$ cat src/rtl/mult_sweep_pkg.sv
// Shared constants and state encoding for the multiple-checker sweep driver.
// Widths are fixed by the attached combinational checker (5-bit operand,
// 3-bit select), so they live here rather than as per-instance parameters.
package mult_sweep_pkg;

   // Operand width; the sweep covers 0 .. 2**OPW-1.
   localparam int OPW  = 5;
   // Divisor select width; divisor = select + 2.
   localparam int SELW = 3;
   // Hit-count width; must be able to hold 2**OPW (every operand a hit).
   localparam int CNTW = 6;

   // Last operand of the sweep; reaching it ends the SWEEP phase.
   localparam logic [OPW-1:0] A_MAX = OPW'((1 << OPW) - 1);

   // Controller phases: waiting for a request, walking the operands,
   // presenting the tally until the consumer takes it.
   typedef enum logic [1:0] {
      IDLE  = 2'd0,
      SWEEP = 2'd1,
      HOLD  = 2'd2
   } state_t;

endpackage : mult_sweep_pkg

$ cat src/rtl/mult_sweep_counter.sv
// Sequential driver/collector for the combinational multiple-checker.
// On an accepted start it latches the divisor select, walks the operand
// 0..A_MAX through the checker one value per cycle, counts the reported hits
// and offers the tally on a valid/ready handshake.
//
// Optional feature: define MULT_SWEEP_LASTHIT_EN to add the last_hit output,
// which reports the largest operand the checker flagged during the sweep.
module mult_sweep_counter
   import mult_sweep_pkg::*;
(
   input  logic            clk,
   input  logic            rst_n,
   input  logic            start,
   input  logic [SELW-1:0] sel_in,
   output logic            busy,
   output logic [OPW-1:0]  chk_a,
   output logic [SELW-1:0] chk_sel,
   input  logic            chk_hit,
   output logic            res_valid,
   input  logic            res_ready,
   output logic [CNTW-1:0] res_count
`ifdef MULT_SWEEP_LASTHIT_EN
   ,
   output logic [OPW-1:0]  last_hit
`endif
);

   state_t state;

   // Sweep controller: state, checker operands, hit tally and handshake flags
   // all registered together so every output changes on the same edge.
   // NOTE: sequential state is assigned with <= only, so every register here
   // samples the pre-edge values of its neighbours regardless of statement order.
   always_ff @(posedge clk or negedge rst_n) begin
      if (!rst_n) begin
         state     <= IDLE;
         busy      <= 1'b0;
         res_valid <= 1'b0;
         res_count <= '0;
         chk_a     <= '0;
         chk_sel   <= '0;
      end else begin
         unique case (state)
            IDLE: begin
               // A request is only honoured here; select is captured once and
               // held on chk_sel for the whole sweep.
               if (start) begin
                  state     <= SWEEP;
                  busy      <= 1'b1;
                  chk_sel   <= sel_in;
                  chk_a     <= '0;
                  res_count <= '0;
               end
            end

            SWEEP: begin
               // chk_hit is the checker's same-cycle answer for chk_a/chk_sel.
               res_count <= res_count + CNTW'(chk_hit);
               if (chk_a == A_MAX) begin
                  // chk_a stays at A_MAX; it never wraps back to 0.
                  state     <= HOLD;
                  res_valid <= 1'b1;
               end else begin
                  chk_a <= chk_a + OPW'(1);
               end
            end

            HOLD: begin
               // Result stays stable until taken; start here is dropped,
               // a new sweep needs a fresh request in IDLE.
               if (res_ready) begin
                  state     <= IDLE;
                  busy      <= 1'b0;
                  res_valid <= 1'b0;
               end
            end

            default: begin
               state     <= IDLE;
               busy      <= 1'b0;
               res_valid <= 1'b0;
            end
         endcase
      end
   end

`ifdef MULT_SWEEP_LASTHIT_EN
   // Largest flagged operand: the sweep is ascending, so the most recent hit
   // is the largest one; stays 0 when nothing hit.
   always_ff @(posedge clk or negedge rst_n) begin
      if (!rst_n) begin
         last_hit <= '0;
      end else if (state == IDLE && start) begin
         last_hit <= '0;
      end else if (state == SWEEP && chk_hit) begin
         last_hit <= chk_a;
      end
   end
`endif

endmodule : mult_sweep_counter
$ cat config.mk
export PLATFORM = sky130hd
export DESIGN_NAME = mult_sweep_counter
export DESIGN_NICKNAME = d
export VERILOG_FILES = /design/src/rtl/mult_sweep_pkg.sv /design/src/rtl/mult_sweep_counter.sv
export SDC_FILE = /design/constraint.sdc
export NUM_CORES = 1
export LEC_CHECK = 0
export CAP_MARGIN = 20
export CELL_PAD_IN_SITES_DETAIL_PLACEMENT = 1
export CELL_PAD_IN_SITES_GLOBAL_PLACEMENT = 1
export CORE_MARGIN = 2
export CORE_UTILIZATION = 40
export CTS_BUF_LIST = sky130_fd_sc_hd__clkbuf_2 sky130_fd_sc_hd__clkbuf_4 sky130_fd_sc_hd__clkbuf_8
export DETAILED_ROUTE_END_ITERATION = 16
export PLACE_DENSITY_LB_ADDON = 0.2
export SKIP_CTS_REPAIR_TIMING = 1
export SLEW_MARGIN = 15
export SYNTH_ARGS = -nofsm -noshare
export SYNTH_HDL_FRONTEND = slang
export SYNTH_SLANG_ARGS = --single-unit
$ cat constraint.sdc
create_clock -name clk -period 4 [get_ports clk]
set_clock_uncertainty 0.05 [all_clocks]
set_input_delay 0.8 -clock clk [delete_from_list [all_inputs] [get_ports clk]]
set_output_delay 0.8 -clock clk [all_outputs]
set_load 0.01 [all_outputs]
== Word level (Yosys, flattened, before mapping) ==
Index checks and enable logic that the tools add are counted.
Word-level totals
  ROM bits: 0
  latch bits: 0
  logic and storage cells: 39
  output and inout bits: 16
  register bits: 18
  memories kept: 0
  bits in writable memories: 0
  bits of input ports: 8
Cells by class
  reductions and logical operators: 8
  shift-type cells: 0
  multiply operators: 0
  eq/ne operators: 7
  bitwise gates (word level): 2
  $add $sub $neg: 2
  mux-type cells: 14
  divide/modulo/power cells: 0
  magnitude comparators: 0
Operator list (count)
  $pmux 6 s2: 1
  $reduce_and 3->1: 4
  $mux 5: 2
  $pmux 5 s2: 1
  $ne 2x2->1 const B: 4
  $add 6x1->6: 1
  $mux 2: 3
  $mux 6: 1
  $pmux 1 s3: 2
  $pmux 2 s3: 1
  $add 5x1->5 const B: 1
  $eq 5x5->1 const B: 1
  $reduce_and 2->1: 2
  $mux 1: 3
  $eq 2x1->1 const B: 1
  $eq 2x2->1 const B: 1
  $logic_not 2->1: 1
  $not 1->1: 2
  $reduce_bool 2->1: 1

== Longest topological paths before layout ==
  depth in word-level cells: 3
  gate-level depth with buffers: 6
  mapped depth without buffers: 6

== Worst setup path after synthesis ==
Ideal clock, no wire load.
  path kind: flip-flop to flip-flop
  start point: register chk_a[0]
  end point: register chk_a[0]
  library setup time: 0.125 ns
  data required time: 3.825 ns
  slack: 2.185 ns
  clock period less this slack: 1.815 ns
  buffers on the path: 0
  arrival: 1.640 ns
  stages on the path, launching flop included: 7
  cells stage by stage: dfrtp_1 -> ha_1 -> and3_1 -> ha_1 -> a21oi_1 -> o21ai_0 -> mux2_2
On the way
  longest elaborated chain between the ends: 3
  elaborated cells on any way between the ends: 6
  those cells by class: 1 x add/sub; 2 x eq/ne; 2 x mux; 1 x reduce/logical
RTL lines
  from (decl): RTL line mult_sweep_counter.sv:16  | output logic [OPW-1:0] chk_a,
  from (signal assigned): RTL line mult_sweep_counter.sv:64  | chk_a <= chk_a + OPW'(1);
  $add 5x1->5 or $eq 5x5->1 (tied branches): RTL line mult_sweep_counter.sv:64, mult_sweep_counter.sv:59
  $mux 5 or $ne 2x2->1 (tied branches)
  $pmux 5 s2 or $reduce_and 3->1 (tied branches)
Parallel ways exist; a longest one is shown, timed or not. The select of a mux whose other input is x is not followed.
A chain may end at the register's enable or synchronous reset.

== Worst setup path after layout ==
  start point: register res_count[2]
  end point: output port res_count[2]
RTL lines
  from (decl): RTL line mult_sweep_counter.sv:21  | output logic [CNTW-1:0] res_count
  from (signal assigned): RTL line mult_sweep_counter.sv:58  | res_count <= res_count + CNTW'(chk_hit);
No word-level cell between the ends.

==> results <==
- The run finished with clean final reports.
- Together, buffers and inverters on the worst path number 1.
- In the final routed layout, each cell accounts on average for around 14 microns.
- Among all cell types in the netlist, the one instantiated most often is sky130_fd_sc_hd__dfrtp_1.
- The count of distinct cell types in the synthesized netlist is 25.
- The actual slew at the worst max-slew pin is between 0.8 and 0.9 ns.
- The global-route usage over all layers is 17.20%.
- The pin count of the biggest net entering global routing is 19.
- Sequential cells were found to cover 50.63% of the synthesized design area.
- The number of DRC markers after the initial detailed-route iteration is 4.
- On the critical path, the stage with the largest delay is an instance of sky130_fd_sc_hd__clkdlybuf4s50_1.
- The cell count after synthesis is 82.
- STA puts the critical path data required time at 3.15 ns.
- The initial antenna violation count is 0.
- The worst setup path is of the flip-flop to output port kind.
- The HPWL reported at the end of detailed placement is 1356 microns.
- The top-level port count is 24.
- The count of final hold-check violations is 0.
- In this run the number of cells on the critical path is 1.
- STA classifies the critical path endpoint as an output port.
- On the critical path the largest part of the delay comes from buffers and inverters.
- The biggest cell delay along the critical path is 0.56 ns.
- The Yosys step of the flow raised 0 warnings.
- The total routed wirelength is 1829 microns.
- The signal on the critical path passes through clkdlybuf4s50_1.
- Cells with a size suffix above 1 make up 11.43% of the layout.
- The clock passes through at most 2 buffers.
- The largest total area in the synthesized netlist belongs to sky130_fd_sc_hd__dfrtp_1.
- The depth of the worst register-to-register path is 6.
- The synthesis-stage register bit count is 18.
- TritonCTS created 3 clock buffers.
- Summing all flip-flop and latch instances after layout gives 450.4 sq um.
- Before antenna repair, the detailed router went through 4 iterations.
- Counting the fill cells in the layout gives 249.
- The die is between 50 and 60 microns tall.
- The die covers about 2600 sq um.
- The last element of the critical path is res_count[2].
- The fraction of registers with async set or reset after synthesis is 100.0%.
- The DRC violation count after routing is 0.
- The net switching power is ~0.00031 W.
- The number of nets in the synthesized netlist is 94.
- The number of nets with antenna violations after detailed routing is 0.
- The max-slew violation count is 0.
- The portion of total power attributed to combinational logic is 49.4%.
- The clock latency of the later-clocked register in the worst-skew pair is 0.29 ns.
- The maximum fanout along the worst path is 6.
- The beginning of the worst register-to-register path is chk_a[0]$_DFFE_PN0P_.
- The starting density of the core is 41.41%.
- The average instance in the mapped netlist occupies 10.85 sq um.
- Per report_power, the clock group accounts for 10.0% of the total.
- The clock period minus worst slack is around 2.1 ns.
- The worst path arrival time is around 1.3 ns.
- Setup slack on the worst reg-to-reg path comes out at 2.00 ns.
- The startpoint type of the worst setup path is a flip-flop.
- The area used by multi-input combinational logic is 392.9 sq um.
- Max-cap violations in this run came to 0.
- Dividing total power by cell area gives a power density of approximately 760 nW/um^2.
- The CTS tree is yes.
- The final-report setup violation count is 0.
- CTS built an H-tree with a depth of 1.
- VDD sags by at most 0.3443 mV.
- Based on the critical path, the design can be clocked at up to 471.4 MHz.
- The number of synthesized flops with an enable pin is 0.
- The commonest cells after synthesis are 18 x sky130_fd_sc_hd__dfrtp_1, 12 x sky130_fd_sc_hd__nand2_1, 6 x sky130_fd_sc_hd__nand3_1.
- The total global routing overflow is 0.
- The number of buffers added on ports is 23.
- The final setup TNS is 0 ns.
- The total inserted antenna cells is 0.
- The design draws 0.0008698 W.
- The number of vias per cell is 5.060.
- The via count of the first global-routing pass is around 700.
- The post-CTS clock slew at the launch and capture registers of the worst setup and hold paths is 0.09 ns.
- The cell sitting at the root of the clock tree is a sky130_fd_sc_hd__clkbuf_4.
- The post-synthesis cell area is just under 900 sq um.
- Sorting the synthesized cells by area gives the leading types as sky130_fd_sc_hd__dfrtp_1 51%, sky130_fd_sc_hd__ha_1 5.6%, sky130_fd_sc_hd__mux2i_1 5.6%.
- The final net count is 119.
- The total leakage power is 0.5306 nW.
- The floorplan has 17 rows.
- The total number of vias is 673.
- The switching fraction of total power is a little over a third.
- The relative slew slack is 45.89%.
- The path class of the tightest hold or removal check is flip-flop to flip-flop.
- The area growth from synthesis to layout is 29.25%.
- The worst setup path startpoint is res_count[2]$_DFFE_PN0P_.
- After synthesis, the largest area contributor takes up 50.63% of total cell area.
- The TritonCTS sink count is 18.
- Setup repair after global routing left no endpoint under its margin.
- The placer's final routability congestion estimate is about 0.72.
- The portion of the clock cycle consumed by the worst path in the final layout is 53.03%.
- The x dimension of the die is 51.16 microns.
- The standard cell core area is 2148 sq um.
- The share of total power dissipated in sequential elements is between 40% and 50%.
- In this run the critical register-to-register path is captured at chk_a[0]$_DFFE_PN0P_.
- Internal power comes to 0.0005573 W.
- The first global-routing pass estimated between 3000 and 4000 microns of wire.
- For this run, the leading register cell type out of synthesis is sky130_fd_sc_hd__dfrtp_1.
[per-layer routing]
metal,track usage (%),share of wire [%],vias up
li1,-,-,324
met1,20.72,46,334
met5,0,0,-
met3,3.509,2.5,4
met2,27.27,49,11
met4,12.16,2.6,0
[metrics by stage]
stage	cells	util (%)	hold WS [ns]	area, sq um	setup slack, ns
detailed placement	130	52.48	0.4443	1127	1.734
floorplan	82	-	0.4544	889.6	2.185
global placement	130	52.48	0.4168	1127	1.756
global route	133	53.52	0.4720	1150	1.805
finish	133	53.52	0.4545	1150	1.879
CTS	133	53.52	0.4595	1150	1.853
[cell type report]
| cell class | count | area share, % |
|---|---|---|
| Sequential cell | 18 | 39.17 |
| Multi-Input combinational cell | 56 | 34.17 |
| Timing Repair Buffer | 23 | 20.02 |
| Tap cell | 28 | 3.047 |
| Clock buffer | 3 | 1.959 |
| Inverter | 5 | 1.632 |
[sequential cells by signal, indices dropped and copies added (netlist names)]
signal / cells
busy: 1
res_count: 6
res_valid: 1
chk_sel: 3
state: 2
chk_a: 5
[power by group through the flow]
stage	sequential, W	combinational (W)	clock [W]
after floorplan	0.000372	0.000208	0
after global placement	0.000352	0.000423	0
final	0.000353	0.000430	0.0000871
after global routing	0.000369	0.000481	0.000101
after detailed placement	0.000358	0.000437	0
after CTS	0.000355	0.000439	0.0000929
[cell usage in the layout (no fill, tap or decap), drive strengths merged]
master / n
a21oi: 3
and2: 1
and2b: 2
and3: 2
and4bb: 1
clkbuf: 3
clkdlybuf4s50: 23
dfrtp: 18
ha: 4
inv: 5
mux2: 4
mux2i: 5
nand2: 12
nand2b: 1
nand3: 6
nand3b: 1
nand4: 2
nor2: 2
nor3: 1
o21ai: 5
o22ai: 1
or3b: 1
xor2: 2
[how the worst min path moves through the flow]
| stage | from | to | slack [ns] | cells past startpoint |
|---|---|---|---|---|
| after global routing | res_count[5]$_DFFE_PN0P_ | res_count[5]$_DFFE_PN0P_ | 0.47 | 1 |
| after detailed placement | res_count[5]$_DFFE_PN0P_ | res_count[5]$_DFFE_PN0P_ | 0.44 | 1 |
| after global placement | res_count[5]$_DFFE_PN0P_ | res_count[5]$_DFFE_PN0P_ | 0.42 | 1 |
| final | res_count[5]$_DFFE_PN0P_ | res_count[5]$_DFFE_PN0P_ | 0.45 | 1 |
| after CTS | res_count[5]$_DFFE_PN0P_ | res_count[5]$_DFFE_PN0P_ | 0.46 | 1 |
| after floorplan | rst_n | busy$_DFFE_PN0P_ | 0.45 | 0 |
[kinds of logic (layout without fill, tap and decap cells)]
group	after synthesis	count (layout)	share of synthesized area [%]
flops	18	18	50.63
buf+inv	8	31	5.203
xor+xnor	2	2	1.969
compound gates	9	9	5.203
simple gates	32	32	19.83
fa+ha+maj	4	4	5.626
mux	9	9	11.53
(Power assumes the default switching activity.)
